**config.mk**
```make
export PLATFORM = sky130hd
export DESIGN_NAME = mant_div_seq
export DESIGN_NICKNAME = d
export VERILOG_FILES = /design/src/rtl/fpu_div_pkg.sv /design/src/rtl/div_step.sv /design/src/rtl/mant_div_seq.sv
export SDC_FILE = /design/constraint.sdc
export NUM_CORES = 1
export LEC_CHECK = 0
export CORE_UTILIZATION = 55
export DETAILED_ROUTE_END_ITERATION = 8
export PLACE_DENSITY = 0.8
export SETUP_SLACK_MARGIN = 0.15
export SLEW_MARGIN = 30
export SYNTH_ARGS = -nofsm -noshare
export SYNTH_HDL_FRONTEND = slang
export SYNTH_SLANG_ARGS = --single-unit
```
**constraint.sdc**
```tcl
create_clock -name i_clk -period 6.25 [get_ports i_clk]
set_clock_uncertainty 0.15 [all_clocks]
set_input_delay 0.9375 -clock i_clk [delete_from_list [all_inputs] [get_ports i_clk]]
set_output_delay 0.9375 -clock i_clk [all_outputs]
set_load 0.1 [all_outputs]
```
**src/rtl/fpu_div_pkg.sv**
```systemverilog
// Shared types and sizing for the FPU mantissa divide path.
package fpu_div_pkg;

  localparam int unsigned N     = 24;
  localparam int unsigned FRAC  = 26;
  localparam int unsigned Q_W   = N + FRAC;
  localparam int unsigned CNT_W = $clog2(Q_W);

  typedef enum logic [1:0] {
    IDLE,
    CALC,
    DONE
  } div_state_e;

endpackage

```
**src/rtl/div_step.sv**
```systemverilog
// One combinational restoring-division step: shift in one dividend bit,
// subtract the divisor when it fits, report the resulting quotient bit.
module div_step #(
  parameter int unsigned N = 24
) (
  input  logic [N-1:0] p_in,
  input  logic         bit_in,
  input  logic [N-1:0] b,
  output logic [N-1:0] p_out,
  output logic         q_bit
);

  logic [N:0] sh;

  // p_in < b on entry, so the shifted value is < 2b and the difference fits N bits
  always_comb begin
    sh    = {p_in, bit_in};
    q_bit = (sh >= {1'b0, b});
    p_out = q_bit ? (sh[N-1:0] - b) : sh[N-1:0];
  end

endmodule

```
**src/rtl/mant_div_seq.sv**
```systemverilog
// Sequential radix-2 restoring mantissa divider: Q = floor((A << FRAC) / B),
// one quotient bit per clock. Optional macro MANT_DIV_EARLY_EXIT_EN ends the
// iteration once the partial remainder and all remaining dividend bits are zero.
module mant_div_seq #(
  parameter int unsigned N    = fpu_div_pkg::N,
  parameter int unsigned FRAC = fpu_div_pkg::FRAC
) (
  input  logic                i_clk,
  input  logic                i_rst_n,
  input  logic                i_valid,
  output logic                o_ready,
  input  logic [N-1:0]        i_A,
  input  logic [N-1:0]        i_B,
  output logic                o_valid,
  input  logic                i_ready,
  output logic [N+FRAC-1:0]   o_Q,
  output logic [N-1:0]        o_R,
  output logic                o_sticky,
  output logic                o_dz
);

  import fpu_div_pkg::*;

  localparam int unsigned QW = N + FRAC;
  localparam int unsigned CW = $clog2(QW);

  div_state_e    state;
  logic [CW-1:0] cnt;
  logic [N-1:0]  dvd;      // remaining dividend bits, MSB next; FRAC zeros follow implicitly
  logic [N-1:0]  b_reg;
  logic [N-1:0]  p_reg;    // partial remainder kept at N bits: it is always < B between steps
  logic [QW-1:0] q_reg;

  logic [N-1:0]  p_nxt;
  logic          q_bit;
  logic [QW-1:0] q_nxt;
  logic [QW-1:0] q_fin;
  logic          last_step;
  logic          finish;

  div_step #(.N(N)) u_step (
    .p_in   (p_reg),
    .bit_in (dvd[N-1]),
    .b      (b_reg),
    .p_out  (p_nxt),
    .q_bit  (q_bit)
  );

  assign o_ready = (state == IDLE);

  // Next quotient and termination decision for the current step
  always_comb begin
    q_nxt     = {q_reg[QW-2:0], q_bit};
    last_step = (cnt == CW'(QW - 1));
`ifdef MANT_DIV_EARLY_EXIT_EN
    finish    = last_step || ((p_nxt == '0) && (dvd[N-2:0] == '0));
    q_fin     = q_nxt << (CW'(QW - 1) - cnt);
`else
    finish    = last_step;
    q_fin     = q_nxt;
`endif
  end

  // Control FSM, iteration registers and registered result outputs
  always_ff @(posedge i_clk or negedge i_rst_n) begin
    if (!i_rst_n) begin
      state    <= IDLE;
      cnt      <= '0;
      dvd      <= '0;
      b_reg    <= '0;
      p_reg    <= '0;
      q_reg    <= '0;
      o_valid  <= 1'b0;
      o_Q      <= '0;
      o_R      <= '0;
      o_sticky <= 1'b0;
      o_dz     <= 1'b0;
    end else begin
      case (state)
        IDLE: begin
          if (i_valid) begin
            if (i_B == '0) begin
              o_Q      <= '1;
              o_R      <= i_A;
              o_sticky <= |i_A;
              o_dz     <= 1'b1;
              o_valid  <= 1'b1;
              state    <= DONE;
            end else begin
              dvd   <= i_A;
              b_reg <= i_B;
              p_reg <= '0;
              q_reg <= '0;
              cnt   <= '0;
              state <= CALC;
            end
          end
        end
        CALC: begin
          p_reg <= p_nxt;
          q_reg <= q_nxt;
          dvd   <= {dvd[N-2:0], 1'b0};
          cnt   <= cnt + 1'b1;
          if (finish) begin
            o_Q      <= q_fin;
            o_R      <= p_nxt;
            o_sticky <= |p_nxt;
            o_dz     <= 1'b0;
            o_valid  <= 1'b1;
            state    <= DONE;
          end
        end
        DONE: begin
          if (i_ready) begin
            o_valid <= 1'b0;
            state   <= IDLE;
          end
        end
        default: state <= IDLE;
      endcase
    end
  end

endmodule

```
## Yosys cells after proc, flatten, opt, wreduce, memory -nomap -nowiden

Index checks and enable logic that the tools add are counted.

- Flip-flop bits (word level): 206
- Output and inout bits: 78
- Logic and storage cells: 71

- Add/subtract/negate cells: 2
- $lt $le $gt $ge: 1
- Equal/unequal tests: 8
- Multiplexer cells: 37
- Bitwise logic cells: 1
- Reduce and logical (&&, ||, !) cells: 11

Operators with widths:

| cell | number |
|---|---|
| 2-to-1 mux 24 bit | 8 |
| 2-to-1 mux 50 bit | 3 |
| one-hot mux 24 bit (2 select lines) | 3 |
| one-hot mux 50 bit (2 select lines) | 1 |
| 2-to-1 mux 49 bit | 2 |
| one-hot mux 49 bit (2 select lines) | 1 |
| OR reduction 24 bit | 2 |
| >= comparator 25 x 24 -> 1 bit | 1 |
| logical NOT 24 bit | 1 |
| subtractor 24 bit | 1 |
| 2-to-1 mux 6 bit | 2 |
| one-hot mux 6 bit (2 select lines) | 1 |
| AND reduction 3 bit | 3 |
| 2-to-1 mux 1 bit | 8 |
| 2-to-1 mux 2 bit | 4 |
| != test 2 bit (second input constant) | 4 |
| adder 6 x 1 -> 6 bit (second input constant) | 1 |
| equality test 6 bit (second input constant) | 1 |
| one-hot mux 2 bit (3 select lines) | 1 |
| AND reduction 5 bit | 1 |
| one-hot mux 1 bit (2 select lines) | 2 |
| AND reduction 4 bit | 1 |
| one-hot mux 1 bit (3 select lines) | 1 |
| nonzero test 3 bit | 1 |
| other kinds (6) | 6 |

## Logic depth before layout (Yosys ltp)

Gate-level depths: netlist of the first run.

- Word-level depth: 5
- Depth in mapped cells: 14
- Gate-level depth less buffers: 12

## Cells and area by module

Synthesis of the first run repeated with hierarchy kept, for this count alone.

- Cells, all modules: 1030
- Area total of the unflattened synthesis: 9977.1 µm²

Modules (own cells, without submodules):

| module | times used | cells an instance | area an instance (µm²) | seq. area each (µm²) |
|---|---|---|---|---|
| mant_div_seq | 1 | 778 | 8245.4 | 5154.9 |
| div_step | 1 | 252 | 1731.7 | 0.0 |

## Worst setup path after synthesis of the first run

OpenSTA, ideal clock, no wires.

- Kind: flip-flop to flip-flop
- From: register dvd[23]
- To: register o_sticky
- Arrival: 2.651 ns
- Data required time: 5.970 ns
- Path slack: 3.319 ns
- Cell stages (with the launch flop): 13
- Cell sequence: dfrtp_1 -> inv_1 -> ha_1 -> fa_1 -> nor2b_1 -> o2111ai_2 -> a21boi_4 -> o311ai_4 -> nand4_1 -> nand4b_4 -> or4_1 -> a22oi_2 -> a21oi_1

- Longest elaborated chain between the ends: 5
- Elaborated cells between the ends (all ways): 6

RTL lines:

| item | line | source |
|---|---|---|
| start, declared | mant_div_seq.sv:29 | `logic [N-1:0] dvd;` |
| start signal, assigned | mant_div_seq.sv:90 | `dvd <= i_A;` |
| start signal, assigned | mant_div_seq.sv:102 | `dvd <= {dvd[N-2:0], 1'b0};` |
| subtractor 24 bit / >= comparator 25 x 24 -> 1 bit (equally long branches) | div_step.sv:19, div_step.sv:18 |  |
| 2-to-1 mux 24 bit (*) | div_step.sv:19 | `p_out = q_bit ? (sh[N-1:0] - b) : sh[N-1:0];` |
| OR reduction 24 bit (*) | mant_div_seq.sv:107 | `o_sticky <= \|p_nxt;` |
| 2-to-1 mux 1 bit (*) | mant_div_seq.sv:104 | `if (finish) begin` |
| one-hot mux 1 bit (2 select lines) (*) | mant_div_seq.sv:79 | `case (state)` |
| end signal, assigned | mant_div_seq.sv:85 | `o_sticky <= \|i_A;` |
| end signal, assigned | mant_div_seq.sv:107 |  |
| end, declared | mant_div_seq.sv:18 | `output logic o_sticky,` |

Every way passes the cells marked *; elsewhere a longest branch is shown, timed or not. The select of a mux whose other input is x is not followed.
A chain may end at the register's enable or synchronous reset.

## Final worst setup path of the first run

- From: input i_B[1]
- To: register cnt[4]

- Longest elaborated chain between the ends: 3

RTL lines:

| item | line | source |
|---|---|---|
| start, declared | mant_div_seq.sv:13 | `input logic [N-1:0] i_B,` |
| logical NOT 24 bit | mant_div_seq.sv:82 | `if (i_B == '0) begin` |
| != test 2 bit (no line) | - |  |
| AND reduction 3 bit (no line) | - |  |
| end signal, assigned | mant_div_seq.sv:103 | `cnt <= cnt + 1'b1;` |
| end, declared | mant_div_seq.sv:28 | `logic [CW-1:0] cnt;` |

Every way passes these cells.

==> results of run 1 <==
==> final timing paths <==
| check | from | end | slack [ns] |
|---|---|---|---|
| max | i_B[1] | cnt[4] | 2.44 |
| min | i_rst_n | b_reg[22] | 0.17 |
| min in group i_clk | o_R[8] | o_R[8] | 0.33 |
| min reg2reg | o_R[8] | o_R[8] | 0.33 |
| max reg2reg | dvd[23] | o_sticky | 2.89 |
| max in group asynchronous | i_rst_n | o_Q[6] | 4.57 |
==> cell type report <==
class | count | area (sq um) | area share
Sequential cell | 206 | 5155 | 0.4289
Multi-Input combinational cell | 643 | 4354 | 0.3623
Inverter | 29 | 108.9 | 0.009057
Clock inverter | 6 | 113.9 | 0.009473
Timing Repair Buffer | 139 | 1383 | 0.1150
Clock buffer | 31 | 623.1 | 0.05184
Tap cell | 225 | 281.5 | 0.02342
==> per-stage QoR <==
step | hold slack, ns | instances | instance area (sq um) | util
after floorplan | 0.3002 | 938 | 9848 | -
after global placement | 0.3090 | 1241 | 11260 | 0.6467
after detailed placement | 0.3144 | 1241 | 11270 | 0.6473
after CTS | 0.1727 | 1278 | 12010 | 0.6897
after global routing | 0.1900 | 1279 | 12020 | 0.6901
final | 0.1717 | 1279 | 12020 | 0.6901
==> cell usage in the layout, fill, tap and decap left out, types with 6 or more instances in the layout <==
| cell | netlist | routed |
|---|---|---|
| xnor2_1 | 12 | 12 |
| clkbuf_16 | 0 | 21 |
| o21ai_1 | 11 | 10 |
| nor4_1 | 19 | 19 |
| nand2_1 | 131 | 130 |
| o21ai_0 | 61 | 61 |
| a31oi_1 | 6 | 6 |
| nor3_1 | 15 | 15 |
| a21o_1 | 24 | 24 |
| nand4_1 | 8 | 8 |
| nor2_1 | 37 | 36 |
| clkdlybuf4s50_1 | 0 | 124 |
| o22a_1 | 51 | 51 |
| o21a_1 | 8 | 7 |
| inv_1 | 29 | 29 |
| buf_4 | 2 | 8 |
| mux2i_1 | 18 | 18 |
| a211oi_1 | 15 | 15 |
| a22oi_1 | 24 | 24 |
| a22o_1 | 52 | 52 |
| a21oi_1 | 33 | 33 |
| dfrtp_1 | 206 | 206 |
| nand3_1 | 13 | 13 |
| clkbuf_8 | 1 | 7 |
| ha_1 | 26 | 26 |
==> cell families after synthesis <==
logic type                 after synthesis
AOI/OAI and AO/OA                      320
xor gates and xnor gates                16
muxes                                   22
adders and majority gates               27
buffers and inverters                   89
and+or+nand+nor                        258
DFF                                    206
==> layer usage <==
metal | track usage | part of all wire | vias up
met4 | 0.07615 | 0.021 | 0
met5 | 0 | 0 | -
met1 | 0.3784 | 0.44 | 3864
li1 | - | - | 3652
met3 | 0.04325 | 0.061 | 46
met2 | 0.4345 | 0.48 | 247
==> cells in the mapped netlist (6+ instances only) <==
cell type / number
nor2_1: 37
a211oi_1: 15
nand4_1: 8
nor2b_1: 6
o22a_1: 51
a31oi_1: 6
a22oi_1: 24
clkbuf_1: 46
a22o_1: 52
inv_1: 29
mux2i_1: 18
nand3_1: 13
a21oi_1: 33
xnor2_1: 12
o21a_1: 8
o21ai_1: 11
ha_1: 26
nand2_1: 131
dfrtp_1: 206
o21ai_0: 61
nor3_1: 15
nor4_1: 19
a21o_1: 24
==> reports/qor.txt, run 1 <==
Syn Inst Count = 938
Resized Gates After CTS = 0
Reg clk slew, reported paths = 0.06 ns
mux cell area share after synthesis = 0.02287
area leader, netlist = dfrtp_1
worst-case clock buffer depth = 3
largest family of logic cells by synthesized area = compound AO/OA/AOI/OAI gates
worst slew pin tran = 1.031 ns
GR Overflow Total = 0
core region area = 17420 sq um
Post-Synth Simple-Gate Area = 0.1223
Crit. path cell count = 10
post-DP HPWL = 16.09 mm
FMAX = 262.3 MHz
Worst path top cell family by delay = simple AND/OR/NAND/NOR gates
largest net degree at the start of global routing = 181
top-area cell type share of the netlist area = 0.5234
worst slack at placement = 2.009 ns
R2R depth = 12
die height = 135.8 um
worst setup margin = 2.437 ns
diode count = 0
Crit path required time = 6.46 ns
Site Rows = 48
adder-cell share of the synthesized area = 0.03507
worst hold path class = in -> async
starting density of the core = 0.5654
Largest stage delay, worst path = 0.66 ns
vias in the first global route = 7582
vias per cell = 6.106
Critical Path Source Type = input port
hold_buf cts = 0
crit-path cells = clkdlybuf4s50_1 -> nor4_1 -> nand4_1 -> nor2_1 -> nor2b_1 -> o21bai_4 -> buf_4 -> nor3_1 -> a21oi_1 -> o21ai_0
Final Hold Fails = 0
DR pass1 iterations = 8
root buffer cell = clkbuf_16
postcts setup bufs = 0
outcome = finished, final reports clean
Synth Area in XOR/XNOR = 0.01423
post-synthesis area per instance = 10.50 sq um
type of the worst setup path = in -> reg
die area = 18440 sq um
crit end category = register
Netlist cell types = 70
Largest register FFs = 50
Max FO, Critical Path = 37
final slew viol count = 0
first-pass GRT wire length = 39.36 mm
IO buf count = 129
period utilization = 0.6100
CTS tree = done
worst path arrival time = 4.02 ns
Ports = 130
fill cell count = 1324
register bit total from synthesis = 206
Die X-Extent = 135.8 um
Async S/R FF share, synth = 1.000
Bufs and invs on worst path = 2
# H-tree levels = 1
Syn-to-layout area delta = 22.04%
top cells by area, synth = dfrtp_1, nand2_1, a22o_1
GRT Util Overall = 0.2698
WL per Instance = 18.86 um
antenna-violating nets left = 0
Initial DRC Count = 581
top_reg_cell synth = dfrtp_1
clock sinks = 206
Clk Latency, worst-skew pair = 0.50 ns
max cap viols = 0
DRC = 0
Slew Limit Headroom = 0.3102
unrepaired setup endpoints after global routing = no
Total Nets Final = 1119
TNS Setup = 0 ns
register area share after synthesis = 0.5234
number of antenna violations at the first check in global routing = 1
total CTS buffers = 21
Placer Congestion = 0.8862
Post-synth EDFFs = 0
via count = 7809
CP max stage cell = nor4_1
share of layout cells above drive strength 1 = 0.07590
Final min period = 3.813 ns
syn nets = 1017
total wire length = 24.12 mm
Compound-Gate Fraction of Synth Area = 0.2423
mapped cell area = 9848 sq um
final setup violating endpoints = 0
yosys warns = 0
Power of run 1 is left out: the tool's default activity adds up to more than one toggle a clock period on the data nets, which glitch-free logic cannot reach.
==> run 2: changes to the inputs <==
- clock period: 6.25 -> 3.6 ns (I/O delays scaled with it)
==> reports/qor.txt, run 2 (synthesized netlist as in run 1, its figures left out) <==
Slew Limit Headroom = 0.3101
Reg clk slew, reported paths = 0.06 ns
number of antenna violations at the first check in global routing = 1
Die X-Extent = 135.8 um
share of layout cells above drive strength 1 = 0.08491
most frequent cells in the layout = dfrtp_1, nand2_1, clkdlybuf4s50_1, o21ai_0, a22o_1
crit end category = register
Final min period = 3.254 ns
antenna-violating nets left = 0
worst-case clock buffer depth = 3
Crit path required time = 3.84 ns
Total Nets Final = 1128
core region area = 17420 sq um
Max FO, Critical Path = 16
Site Rows = 48
GR Overflow Total = 0
multi-input combinational cell area = 4345 sq um
final slew viol count = 0
unrepaired setup endpoints after global routing = no
Post-Layout Cell Count = 1285
max cap viols = 0
period utilization = 0.9039
IO buf count = 129
postcts setup bufs = 0
WL per Instance = 19.31 um
Initial DRC Count = 686
worst path arrival time = 3.50 ns
FF+latch area = 5155 sq um
diode count = 0
commonest non-fill, non-tap cell in the layout = dfrtp_1
Placer Congestion = 0.9274
total CTS buffers = 22
Critical Path Source Type = register
placed cell count = 1248
Ports = 130
die height = 135.8 um
largest net degree at the start of global routing = 106
type of the worst setup path = reg -> reg
Clk Latency, worst-skew pair = 0.50 ns
post-layout util = 0.6915
root buffer cell = clkbuf_16
final setup violating endpoints = 0
starting density of the core = 0.5654
post-DP HPWL = 17.03 mm
Syn-to-layout area delta = 22.28%
GRT Util Overall = 0.2784
vias in the first global route = 7644
outcome = finished, final reports clean
via count = 7810
die area = 18440 sq um
TNS Setup = 0 ns
fill cell count = 1298
# H-tree levels = 1
DR pass1 iterations = 5
Final Hold Fails = 0
worst slew pin tran = 1.032 ns
first-pass GRT wire length = 40.50 mm
vias per cell = 6.078
DRC = 0
Largest register FFs = 50
clock sinks = 206
total wire length = 24.82 mm
worst hold path class = reg -> reg
CTS tree = done
FMAX = 307.3 MHz
## run 2: cell types whose count changed in the layout (fill, tap and decap cells not counted), sizes merged, moves of 2 or more
cell    previous run  this run
clkinv             0         4
buf               13        21
clkbuf            33        29
bufinv             3         1
## run 2: worst max-delay path, cell delays in order (launching register included)
cell and delay (ns):
dfrtp_1 0.43, ha_1 0.41, a21o_4 0.28, a22o_4 0.27, a21oi_4 0.20, a31oi_4 0.13
a21boi_2 0.24, buf_4 0.29, mux2i_1 0.38, a211oi_1 0.15, a21o_1 0.21
## run 2: repair_timing
| action | 4_1_cts | 5_1_grt |
|---|---|---|
| setup endpoints to repair | 0 | 1 |
| gates resized for setup | 0 | 1 |
| endpoints found under the hold margin | 76 | 0 |
| hold buffers | 1 | 0 |
## run 2: metal layers
layer / share of wire / vias to the layer above / global-route usage
met3: 0.062 / 50 / 0.05406
li1: - / 3660 / -
met1: 0.44 / 3840 / 0.3804
met4: 0.028 / 0 / 0.08614
met2: 0.47 / 260 / 0.4487
met5: 0 / - / 0
## run 2: per-stage QoR
stage                     instance area (sq um)  setup WS (ns)  hold slack [ns]
after global placement                    11330         0.3568           0.3106
final                                     12040         0.3458           0.3286
after detailed placement                  11320         0.3364           0.3147
after floorplan                            9848         0.6688          0.09441
after global routing                      12040         0.2521           0.3498
after CTS                                 12030         0.3357           0.3321
## run 2: layout make-up
type                    instances  share of cell area
flip-flops and latches        206              0.4281
multi-input cells             643              0.3608
repair buffers                147              0.1208
clock buffers                  27             0.05153
well taps                     225             0.02338
inverters                      29            0.009039
clock inverters                 8            0.006338
## run 2: path summary, 6_finish.rpt
kind,from,to,slack [ns],cells past startpoint
min,o_R[19],o_R[19],0.33,1
max in group asynchronous,i_rst_n,dvd[23],1.90,3
min in group asynchronous,i_rst_n,o_Q[38],0.50,2
max,p_reg[5],o_R[4],0.35,10
max reg2reg,p_reg[5],o_R[4],0.35,10
min reg2reg,o_R[19],o_R[19],0.33,1
Power of run 2 is left out for the same reason.
